`src/rtl/ysyx_23060025_axi_arbiter.sv`:
```
// Arbitrates the icache burst-read port and the LSU single-beat port onto one
// AXI4 master, one transaction at a time, with the data port having priority.
module ysyx_23060025_axi_arbiter #(
  parameter int ADDR_WIDTH = 32,
  parameter int DATA_WIDTH = 32
) (
  input  logic                    clock,
  input  logic                    reset,
  // instruction port
  input  logic [ADDR_WIDTH-1:0]   inst_paddr,
  input  logic                    inst_psel,
  input  logic [7:0]              inst_plen,
  input  logic [2:0]              inst_psize,
  output logic [DATA_WIDTH-1:0]   inst_prdata,
  output logic                    inst_pvalid,
  output logic                    inst_plast,
  // data port
  input  logic [ADDR_WIDTH-1:0]   data_paddr,
  input  logic                    data_psel,
  input  logic                    data_pwrite,
  input  logic [2:0]              data_psize,
  input  logic [DATA_WIDTH-1:0]   data_pwdata,
  input  logic [DATA_WIDTH/8-1:0] data_pwstrb,
  output logic [DATA_WIDTH-1:0]   data_prdata,
  output logic                    data_pvalid,
  // status
  output logic                    resp_err,
  // AXI read address
  output logic [ADDR_WIDTH-1:0]   m_araddr,
  output logic [7:0]              m_arlen,
  output logic [2:0]              m_arsize,
  output logic [1:0]              m_arburst,
  output logic                    m_arvalid,
  input  logic                    m_arready,
  // AXI read data
  input  logic [DATA_WIDTH-1:0]   m_rdata,
  input  logic [1:0]              m_rresp,
  input  logic                    m_rlast,
  input  logic                    m_rvalid,
  output logic                    m_rready,
  // AXI write address / data
  output logic [ADDR_WIDTH-1:0]   m_awaddr,
  output logic [2:0]              m_awsize,
  output logic                    m_awvalid,
  input  logic                    m_awready,
  output logic [DATA_WIDTH-1:0]   m_wdata,
  output logic [DATA_WIDTH/8-1:0] m_wstrb,
  output logic                    m_wlast,
  output logic                    m_wvalid,
  input  logic                    m_wready,
  // AXI write response
  input  logic [1:0]              m_bresp,
  input  logic                    m_bvalid,
  output logic                    m_bready
);

  localparam int STRB_WIDTH = DATA_WIDTH / 8;

  typedef enum logic [2:0] {
    IDLE = 3'd0,
    I_AR = 3'd1,
    I_R  = 3'd2,
    D_AR = 3'd3,
    D_R  = 3'd4,
    D_AW = 3'd5,
    D_B  = 3'd6
  } state_t;

  state_t                  state_reg, state_next;
  logic [ADDR_WIDTH-1:0]   addr_reg, addr_next;
  logic [7:0]              len_reg, len_next;
  logic [2:0]              size_reg, size_next;
  logic [DATA_WIDTH-1:0]   wdata_reg, wdata_next;
  logic [STRB_WIDTH-1:0]   wstrb_reg, wstrb_next;
  logic                    aw_done_reg, aw_done_next;
  logic                    w_done_reg, w_done_next;
  logic [DATA_WIDTH-1:0]   inst_prdata_reg, inst_prdata_next;
  logic                    inst_pvalid_reg, inst_pvalid_next;
  logic                    inst_plast_reg, inst_plast_next;
  logic [DATA_WIDTH-1:0]   data_prdata_reg, data_prdata_next;
  logic                    data_pvalid_reg, data_pvalid_next;
  logic                    resp_err_reg, resp_err_next;

  logic inst_req;
  logic data_req;
  logic aw_hs;
  logic w_hs;

  // A requester still sees its own final completion pulse this cycle, so its
  // psel is not yet meaningful for a new request.
  assign data_req = data_psel & ~data_pvalid_reg;
  assign inst_req = inst_psel & ~(inst_pvalid_reg & inst_plast_reg);

  assign aw_hs = m_awvalid & m_awready;
  assign w_hs  = m_wvalid & m_wready;

  always_ff @(posedge clock or posedge reset) begin
    if (reset) begin
      state_reg       <= IDLE;
      addr_reg        <= '0;
      len_reg         <= '0;
      size_reg        <= '0;
      wdata_reg       <= '0;
      wstrb_reg       <= '0;
      aw_done_reg     <= 1'b0;
      w_done_reg      <= 1'b0;
      inst_prdata_reg <= '0;
      inst_pvalid_reg <= 1'b0;
      inst_plast_reg  <= 1'b0;
      data_prdata_reg <= '0;
      data_pvalid_reg <= 1'b0;
      resp_err_reg    <= 1'b0;
    end else begin
      state_reg       <= state_next;
      addr_reg        <= addr_next;
      len_reg         <= len_next;
      size_reg        <= size_next;
      wdata_reg       <= wdata_next;
      wstrb_reg       <= wstrb_next;
      aw_done_reg     <= aw_done_next;
      w_done_reg      <= w_done_next;
      inst_prdata_reg <= inst_prdata_next;
      inst_pvalid_reg <= inst_pvalid_next;
      inst_plast_reg  <= inst_plast_next;
      data_prdata_reg <= data_prdata_next;
      data_pvalid_reg <= data_pvalid_next;
      resp_err_reg    <= resp_err_next;
    end
  end

  always_comb begin
    state_next       = state_reg;
    addr_next        = addr_reg;
    len_next         = len_reg;
    size_next        = size_reg;
    wdata_next       = wdata_reg;
    wstrb_next       = wstrb_reg;
    aw_done_next     = aw_done_reg;
    w_done_next      = w_done_reg;
    inst_prdata_next = inst_prdata_reg;
    inst_pvalid_next = 1'b0;
    inst_plast_next  = 1'b0;
    data_prdata_next = data_prdata_reg;
    data_pvalid_next = 1'b0;
    resp_err_next    = 1'b0;

    unique case (state_reg)
      IDLE: begin
        if (data_req) begin
          addr_next = data_paddr;
          len_next  = 8'd0;
          size_next = data_psize;
          if (data_pwrite) begin
            wdata_next   = data_pwdata;
            wstrb_next   = data_pwstrb;
            aw_done_next = 1'b0;
            w_done_next  = 1'b0;
            state_next   = D_AW;
          end else begin
            state_next = D_AR;
          end
        end else if (inst_req) begin
          addr_next  = inst_paddr;
          len_next   = inst_plen;
          size_next  = inst_psize;
          state_next = I_AR;
        end
      end
      I_AR: begin
        if (m_arready) state_next = I_R;
      end
      D_AR: begin
        if (m_arready) state_next = D_R;
      end
      I_R: begin
        if (m_rvalid) begin
          inst_prdata_next = m_rdata;
          inst_pvalid_next = 1'b1;
          inst_plast_next  = m_rlast;
          resp_err_next    = |m_rresp;
          if (m_rlast) state_next = IDLE;
        end
      end
      D_R: begin
        if (m_rvalid) begin
          data_prdata_next = m_rdata;
          data_pvalid_next = 1'b1;
          resp_err_next    = |m_rresp;
          if (m_rlast) state_next = IDLE;
        end
      end
      D_AW: begin
        // AW and W complete independently; leave only once both have gone.
        aw_done_next = aw_done_reg | aw_hs;
        w_done_next  = w_done_reg | w_hs;
        if ((aw_done_reg | aw_hs) && (w_done_reg | w_hs)) state_next = D_B;
      end
      D_B: begin
        if (m_bvalid) begin
          data_pvalid_next = 1'b1;
          resp_err_next    = |m_bresp;
          state_next       = IDLE;
        end
      end
      default: state_next = IDLE;
    endcase
  end

  assign m_araddr  = addr_reg;
  assign m_arlen   = len_reg;
  assign m_arsize  = size_reg;
  assign m_arburst = 2'b01;
  assign m_arvalid = (state_reg == I_AR) || (state_reg == D_AR);
  assign m_rready  = (state_reg == I_R) || (state_reg == D_R);

  assign m_awaddr  = addr_reg;
  assign m_awsize  = size_reg;
  assign m_awvalid = (state_reg == D_AW) && !aw_done_reg;
  assign m_wdata   = wdata_reg;
  assign m_wstrb   = wstrb_reg;
  assign m_wvalid  = (state_reg == D_AW) && !w_done_reg;
  assign m_wlast   = m_wvalid;
  assign m_bready  = (state_reg == D_B);

  assign inst_prdata = inst_prdata_reg;
  assign inst_pvalid = inst_pvalid_reg;
  assign inst_plast  = inst_plast_reg;
  assign data_prdata = data_prdata_reg;
  assign data_pvalid = data_pvalid_reg;
  assign resp_err    = resp_err_reg;

endmodule

```
`config.mk`:
```
export PLATFORM = sky130hd
export DESIGN_NAME = ysyx_23060025_axi_arbiter
export DESIGN_NICKNAME = d
export VERILOG_FILES = /design/src/rtl/ysyx_23060025_axi_arbiter.sv
export SDC_FILE = /design/constraint.sdc
export NUM_CORES = 1
export LEC_CHECK = 0
export BUFFER_PORTS_ARGS = -buffer_cell sky130_fd_sc_hd__buf_2
export CAP_MARGIN = 20
export CORE_ASPECT_RATIO = 0.5
export CORE_UTILIZATION = 45
export DETAILED_ROUTE_END_ITERATION = 10
export GPL_ROUTABILITY_DRIVEN = 0
export HOLD_SLACK_MARGIN = 0.1
export PLACE_DENSITY = 0.8
export RECOVER_POWER = 25
export SETUP_SLACK_MARGIN = 0.4
export SYNTH_ARGS = -nofsm -noshare
export SYNTH_HDL_FRONTEND = slang
export SYNTH_SLANG_ARGS = --single-unit
```
`constraint.sdc`:
```
create_clock -name clock -period 7.07 [get_ports clock]
set_clock_uncertainty 0.1 [all_clocks]
set_input_delay 2.121 -clock clock [delete_from_list [all_inputs] [get_ports clock]]
set_output_delay 2.121 -clock clock [all_outputs]
set_load 0.05 [all_outputs]
```
; ---- After elaboration in Yosys (flattened, before gate mapping)
; Index checks and enable logic that the tools add are counted.
[totals]
regBits = 152
out_inout_bits = 190
in_bits = 161
[classes]
n_reduce_logical = 19
eq_ne = 15
bitwise_logic = 9
mux = 29
[ops]
columns = operator, n
row1 = $mux 32, 2
row2 = $mux 3, 11
row3 = $pmux 3 s6, 1
row4 = $mux 8, 2
row5 = $ne 2x2->1 const B, 6
row6 = $eq 3x3->1 const B, 3
row7 = $mux 1, 9
row8 = $pmux 1 s2, 4
row9 = $reduce_and 7->1, 1
row10 = $eq 3x2->1 const B, 2
row11 = $reduce_and 2->1, 3
row12 = $reduce_and 3->1, 2
row13 = $reduce_or 2->1, 3
row14 = $and 1x1->1, 5
row15 = $ne 2x1->1 const B, 2
row16 = $reduce_bool 2->1, 2
row17 = $eq 3x1->1 const B, 1
row18 = $logic_and 1x1->1, 3
row19 = $logic_not 3->1, 1
row20 = $ne 3x3->1 const B, 1
row21 = $logic_not 1->1, 2
row22 = $logic_or 1x1->1, 2
row23 = $not 1->1, 2
row24 = $or 1x1->1, 2

; ---- Longest topological paths before layout
; Gate-level depths: netlist of run 1.
[logic_depth]
word_depth = 7
ltp_mapped = 7
depth_no_buf = 4

; ---- Worst setup path before layout of run 1
; Ideal clock, no wire load.
[synth_timing]
path_type = reg-to-output
startpoint = reg state_reg[1]
endpoint = out m_wvalid
path_stages_with_launch = 7
arrival_time_ns = 1.771
slack_ns = 3.078
required_ns = 4.849
cell_sequence = dfrtp_1 > buf_6 > nor2b_4 > buf_6 > nand2_1 > nor2_1 > buf_4
[synth_between]
elab_chain_cells = 2
[synth_rtl]
columns = item, line
row1 = start: declaration, 69  ; state_t state_reg, state_next;
row2 = start signal: assignment, 114  ; state_reg <= state_next;
row3 = $eq 3x3->1, 221  ; assign m_wvalid = (state_reg == D_AW) && !w_done_reg;
row4 = $logic_and 1x1->1, 221
row5 = end: declaration, 49  ; output logic m_wvalid,
; No other way between the ends.

; ---- Final worst setup path of run 1
[layout_timing]
startpoint = in data_psel
endpoint = reg size_reg[0] (netlist: m_arsize[0])
[layout_between]
elab_chain_cells = 3
word_cells_on_any_way = 4
classes_between = 1 x mux / 1 x bitwise / 2 x reduce/logical
[layout_rtl]
columns = item, line
row1 = start: declaration, 19  ; input logic data_psel,
row2 = $and 1x1->1 (*), 91  ; assign data_req = data_psel & ~data_pvalid_reg;
row3 = $reduce_bool 2->1 (no line), n/a
row4 = $reduce_and 2->1 (no line), n/a
row5 = end signal: assignment, 117  ; size_reg <= size_next;
row6 = end: declaration, 72  ; logic [2:0] size_reg, size_next;
; Every way passes the cells marked *; elsewhere a longest branch is shown, timed or not.
; A chain may end at the register's enable or synchronous reset.

==> results.ini, run 1 <==
[place]
dp_hpwl_um=12300
port_buffers=348
pre_cts_slack_ns=3.23

[routing]
vias_per_cell=4.79
vias=4849
first_pass_iters=4
avgRoutedWirePerCell_um=16.6
drtIter0Drc=236
postRouteAntennaNets=0
wl_um=16800
drc=0

[grt]
antenna_found_initial=0
grt_pass1_vias=4780
grt_pass1_wl_um=24900
gr-usage-all-layers_pct=21.1
grt_overflow=0
grt_max_degree=96

[flow_run]
max_cap_viol_count=3

[logic_synthesis]
yosysTopAreaCell=dfrtp_1
yosys-top-cells-count=dfrtp_1, nand2_1, mux2_2
yosysMostFrequentCell=dfrtp_1
ys_seq_elements=152
synth_enable_flop_cells=0
synth_area_leaders=dfrtp_1, mux2_2, mux2_4, mux2i_1, buf_4
synth_nets=660
syn_area_mm2=0.00672
synth_async_sr_flop_share_pct=100
synth_top_area_share_pct=56.6
ys_seq_area_share_pct=56.6
ys.flop_type=dfrtp_1
synth_cells=499
ys_warn_count=0
yosysUniqueCellTypes=38
syn-mean-instance-area_um2=13.5

[worst_setup_path]
path_buf_inv=2
crit_slowest_cell=clkbuf_1
cp_max_fo=43
worstSetupPathType=input port to flop
crit_family=buffers and inverters
worstPathRequired_ns=7.28
path_common_cell=clkbuf_1
max_stage_delay_ns=2.09
worstReg2RegStart=data_pvalid
end_kind=flop
arrival_ns=5.21
r2r-end=m_arsize[0]
rrSetupSlack_ns=3.43
start_kind=input port
reg2regPathDepth=4
path_cells=clkbuf_1, nand2b_2, clkbuf_1, mux2i_1, o21ai_0

[sta]
fin_ws_ns=2.07
grt_setup_unrepaired=false
max-slew-margin-rel_pct=-96.9
drv_slew=112
max_freq_mhz=200
fin_setup_tns_ns=0
fin_crit_ns=5.00
setup_viol_count_final=0
finalCritPeriodShare_pct=70.7
tightest_slew_ns=2.95
hold_viol=0

[clock_tree]
clkTransAtPathRegs_ns=0.06
post_cts_buffers=0
htree_levels=4
postCtsHoldBufs=0
cts_sinks=152
clockBufferDepth=2
cts_resized=0
cts_tree=yes
cts_root_buffer=clkbuf_16
insertion_delay_ns=0.41
cts_buffers=17

[floorplan]
dieArea_mm2=0.0155
row_count=31
coreArea_mm2=0.0145
start_util_pct=46.3
die_h_um=88.4
ios=351
fp.dieW_um=175

[min_path]
holdCritStartpoint=data_prdata[5]
hold_depth=1
min_to=data_prdata[5]
hold_path.class=flop to flop

[status]
status=finished, violations left
violations=max-capacitance violations, max-slew violations

[cells_and_area]
drive_above_1_share_pct=56.8
syn2layout_area_growth_pct=30.3
nets=962

## routing by layer
layer / up-vias / global-route usage, % / wire length, um
met5: - / 0 / 0
met4: 0 / 8.46 / 400
met3: 29 / 4.04 / 709
met2: 148 / 37.8 / 8750
met1: 2396 / 25.6 / 6990
li1: 2276 / - / -
## worst max-delay path by stage
stage | cells after the start | from | slack, ns | to
2_1_floorplan | 1 | reset | 0.76 | aw_done_reg
3_3_place_gp | 5 | data_psel | 3.31 | m_araddr[15]
3_5_place_dp | 5 | data_psel | 3.23 | m_araddr[12]
4_1_cts | 4 | state_reg[2] | 2.91 | m_wvalid
5_1_grt | 5 | data_psel | 1.88 | m_arsize[0]
6_report | 5 | data_psel | 2.07 | m_arsize[0]
## logic make-up after synthesis
family,after synthesis,share of synthesized area (%)
AOI/OAI and AO/OA,59,4.88
muxes,136,24.4
other,2,0.112
buffers and inverters,71,8.40
and+or+nand+nor,78,5.44
DFF,152,56.6
xor gates and xnor gates,1,0.130
## placed cells by master, fill, tap and decap left out, drive strengths merged, types with 2 or more instances in the layout
master	synthesis	routed
buf	62	347
dfrtp	152	152
mux2	101	101
nand2	56	56
o21ai	46	46
mux2i	35	35
clkbuf	6	23
nor2	5	5
inv	3	5
bufinv	0	4
clkinvlp	0	4
nor2b	4	4
o211ai	3	3
clkinv	0	3
and3	3	3
nand2b	3	3
nand3	2	2
and2	2	2
a31oi	2	2
conb	2	2
## through the flow
step                hold WS (ns)  cells  area, um^2  utilization, %
floorplan                  0.385    499        6720               -
global placement           0.359    980        8200            56.5
detailed placement         0.366    980        8200            56.5
CTS                        0.384   1012        8830            60.9
global route               0.402   1012        8750            60.3
finish                     0.381   1013        8750            60.3
## cell type report
| type | instances | area, um^2 |
|---|---|---|
| clock inverters | 13 | 194 |
| well taps | 198 | 248 |
| diodes | 1 | 2.50 |
| inverters | 3 | 16.3 |
| clock buffers | 19 | 443 |
| fillers | 1217 | 5750 |
| repair buffers | 351 | 1760 |
| flip-flops and latches | 152 | 3800 |
| multi-input cells | 276 | 2290 |
Power of run 1 is left out: the tool's default activity adds up to more than one toggle a clock period on the data nets, which glitch-free logic cannot reach.
==> run 2: changes to the inputs <==
ABC_AREA = 1   (was not set)
CORE_UTILIZATION = 41   (was 45)
PLACE_DENSITY = 0.77   (was 0.8)
clock period = 4.43 ns   (was 7.07 ns; I/O delays follow)
==> results.ini, run 2 <==
[status]
status=finished, final reports clean

[floorplan]
coreArea_mm2=0.0157
ios=351
die_h_um=92.3
fp.dieW_um=183
start_util_pct=42.7
row_count=32
dieArea_mm2=0.0169

[logic_synthesis]
synthAdderAreaFrac_pct=0
synth_enable_flop_cells=0
syn-mean-instance-area_um2=9.08
yosys-top-cells-count=nand2_1, dfrtp_1, inv_1
synth_async_sr_flop_share_pct=100
yosysTopAreaCell=dfrtp_1
syn_area_mm2=0.00669
yosysMostFrequentCell=nand2_1
ys_seq_area_share_pct=56.8
yosysUniqueCellTypes=25
yosys.area_share.xor_xnor_pct=0
muxShareOfSynthArea_pct=0
ys_warn_count=0
synth_area_leaders=dfrtp_1, nand2_1, buf_4, inv_1, o21ai_2
synth_top_area_share_pct=56.8
synth_cells=737
synth-compound-area-share_pct=13.7
synth_nets=898
ys.flop_type=dfrtp_1
ys_seq_elements=152
synth-simple-area-share_pct=16.0
synth_top_family_by_area=simple AND/OR/NAND/NOR gates

[grt]
antenna_found_initial=1
grt_pass1_vias=5666
grt_pass1_wl_um=27900
gr-usage-all-layers_pct=21.0
grt_overflow=0
grt_max_degree=71

[min_path]
hold_depth=2
hold_path.class=flop to flop

[worst_setup_path]
start_kind=flop
reg2regPathDepth=7
worstPathRequired_ns=3.00
cp_max_fo=6
end_kind=primary output
worstSetupPathType=flop to primary output
arrival_ns=1.65

[cells_and_area]
nets=1198
final_common_cell=buf_2
syn2layout_area_growth_pct=32.6
mostFrequentLayoutCells=buf_2, nand2_1, dfrtp_1, inv_1, o21ai_0
nFillCells=1440
drive_above_1_share_pct=41.3

[clock_tree]
clockBufferDepth=2
cts_root_buffer=clkbuf_16
cts_buffers=17
clkTransAtPathRegs_ns=0.07
cts_resized=0
post_cts_buffers=0
insertion_delay_ns=0.40
htree_levels=4
cts_tree=yes
cts_sinks=152
postCtsHoldBufs=0

[routing]
avgRoutedWirePerCell_um=14.0
drtIter0Drc=361
postRouteAntennaNets=0
drc=0
vias=5812
first_pass_iters=4
vias_per_cell=4.57
wl_um=17800

[sta]
max-slew-margin-rel_pct=40.9
grt_setup_unrepaired=false
fin_setup_tns_ns=0
fin_crit_ns=3.08
tightest_slew_ns=0.885
finalCritPeriodShare_pct=69.5
max_freq_mhz=325
drv_slew=0
setup_viol_count_final=0
hold_viol=0

[flow_run]
max_cap_viol_count=0

[place]
port_buffers=348
dp_hpwl_um=13400

[run 2: cells by family after synthesis]
family          count (synthesis)
flops                         152
compound gates                148
other cells                     2
simple gates                  273
buf+inv                       162
[run 2: final timing paths]
| path | startpoint | endpoint | slack, ns |
|---|---|---|---|
| worst max-delay path | state_reg[1] | m_wlast | 1.35 |
| worst min-delay path | inst_prdata[24] | inst_prdata[24] | 0.38 |
| worst max register to register | state_reg[2] | m_wdata[9] | 2.08 |
| worst min register to register | inst_prdata[24] | inst_prdata[24] | 0.38 |
| max in group asynchronous | reset | m_araddr[8] | 2.70 |
| min in group asynchronous | reset | m_wdata[1] | 0.87 |
[run 2: layout make-up]
type                            instances  area [um^2]  area share, %
Antenna cell                            1         2.50         0.0282
Clock buffer                           21          460           5.19
Clock inverter                         11          138           1.55
Inverter                               85          323           3.64
Multi-Input combinational cell        423         2000           22.6
Sequential cell                       152         3800           42.9
Tap cell                              221          277           3.12
Timing Repair Buffer                  358         1870           21.0
[run 2: metrics by stage]
step / setup WS, ns / hold slack (ns) / instance area (um^2) / utilization [%] / instances
after floorplan: 1.08 / 0.435 / 6700 / - / 737
after detailed placement: 1.29 / 0.367 / 8280 / 52.9 / 1239
after global placement: 1.33 / 0.361 / 8240 / 52.6 / 1237
final: 1.35 / 0.380 / 8870 / 56.7 / 1272
after CTS: 1.32 / 0.385 / 8870 / 56.7 / 1271
after global routing: 1.20 / 0.394 / 8870 / 56.7 / 1272
[run 2: worst max-delay path, cell delays in order, from the launching register on]
cell and delay (ns):
dfrtp_1 0.46, inv_2 0.14, nand3_1 0.15, nor2_1 0.20
buf_2 0.30
[run 2: metal layers]
layer | GRT usage [%] | wire (um) | vias to the layer above
met5 | 0 | 0 | -
met1 | 26.4 | 7410 | 2755
li1 | - | - | 2872
met3 | 4.60 | 937 | 14
met2 | 36.6 | 9210 | 171
met4 | 6.02 | 219 | 0
Power of run 2 is left out for the same reason.
==> run 3: changes to the inputs <==
CORE_UTILIZATION = 45   (was 41)
PLACE_DENSITY = 0.8   (was 0.77)
clock period = 3.08 ns   (was 4.43 ns; I/O delays follow)
==> results.ini, run 3 (same netlist as run 2, synthesis figures left out) <==
[sta]
hold_viol=0
finalCritPeriodShare_pct=84.4
max-slew-margin-rel_pct=9.13
timing.hold.ws_ns=0.376
drv_slew=0
fin_setup_tns_ns=0
fin_ws_ns=0.480
max_freq_mhz=385
setup_viol_count_final=0
grt_setup_unrepaired=true
fin_crit_ns=2.60
tightest_slew_ns=1.36

[routing]
postRouteAntennaNets=0
vias_per_cell=4.64
vias=5782
drc=0
wl_um=16700
first_pass_iters=5
drtIter0Drc=377
avgRoutedWirePerCell_um=13.4

[worst_setup_path]
max_stage_delay_ns=0.46
rrSetupSlack_ns=1.10
worstReg2RegStart=state_reg[1]
path_buf_inv=2
arrival_ns=1.58
r2r-end=inst_prdata[29]
cp_max_fo=6
path_cells=inv_2, nand3_1, nor2_2, buf_2
start_kind=flop
worstPathRequired_ns=2.06
end_kind=primary output
reg2regPathDepth=6
crit_family=flip-flops
worstSetupPathType=flop to primary output
crit_slowest_cell=dfrtp_1

[clock_tree]
postCtsHoldBufs=0
insertion_delay_ns=0.40
clkTransAtPathRegs_ns=0.06
clockBufferDepth=2
htree_levels=4
cts_buffers=17
cts_sinks=152
cts_tree=yes
cts_root_buffer=clkbuf_16

[min_path]
min_to=m_wdata[8]
hold_depth=2
hold_path.class=flop to flop
holdCritStartpoint=m_wdata[8]

[flow_run]
max_cap_viol_count=0

[floorplan]
start_util_pct=46.1
coreArea_mm2=0.0145
ios=351
dieArea_mm2=0.0154
row_count=31
fp.dieW_um=174
die_h_um=88.2

[grt]
grt_pass1_wl_um=25400
gr-usage-all-layers_pct=20.7
grt_max_degree=96
grt_pass1_vias=5237
antenna_found_initial=1
grt_overflow=0

[cells_and_area]
drive_above_1_share_pct=41.5
syn2layout_area_growth_pct=31.1
nets=1195
mostFrequentLayoutCells=buf_2, nand2_1, dfrtp_1, inv_1, o21ai_0
final_common_cell=buf_2

[place]
dp_hpwl_um=12300
pre_cts_slack_ns=0.703
port_buffers=348

[status]
status=finished, final reports clean

run 3: area by class of cell:
type | instances | area (um^2)
fillers | 1298 | 5730
diodes | 1 | 2.50
clock inverters | 14 | 140
flip-flops and latches | 152 | 3810
repair buffers | 355 | 1820
inverters | 85 | 323
clock buffers | 18 | 429
well taps | 198 | 248
multi-input cells | 423 | 2010
run 3: worst max path at each step:
stage / startpoint / end / cells after the start
global placement: m_rvalid / inst_prdata[24] / 5
floorplan: reset / aw_done_reg / 1
global route: state_reg[1] / m_wvalid / 4
detailed placement: data_psel / m_araddr[26] / 6
CTS: state_reg[0] / m_awvalid / 3
finish: state_reg[1] / m_wvalid / 4
run 3: per-layer routing:
metal | global-route usage [%] | part of all wire (%)
met1 | 26.0 | 42
met2 | 36.0 | 50
met3 | 4.47 | 5.5
met4 | 7.74 | 1.9
met5 | 0 | 0
run 3: worst min-delay path, delay by kind of cell, from the launching register on:
family          cells  cell delay (ns)
compound gates      1             0.05
flops               1             0.34
simple gates        1             0.06
run 3: what timing repair did:
item | in CTS | in global routing
buffers inserted | 0 | 0
setup endpoints to repair | 0 | 4
gates resized for setup | 0 | 3
hold endpoints to repair | 0 | 0
run 3: metrics by stage:
step           instance area [um^2]  util [%]  std cells
2_1_floorplan                  6700         -        737
3_3_place_gp                   8230      56.7       1213
3_5_place_dp                   8230      56.7       1213
4_1_cts                        8800      60.6       1245
5_1_grt                        8770      60.5       1246
6_report                       8770      60.5       1246
Power of run 3 is left out for the same reason.
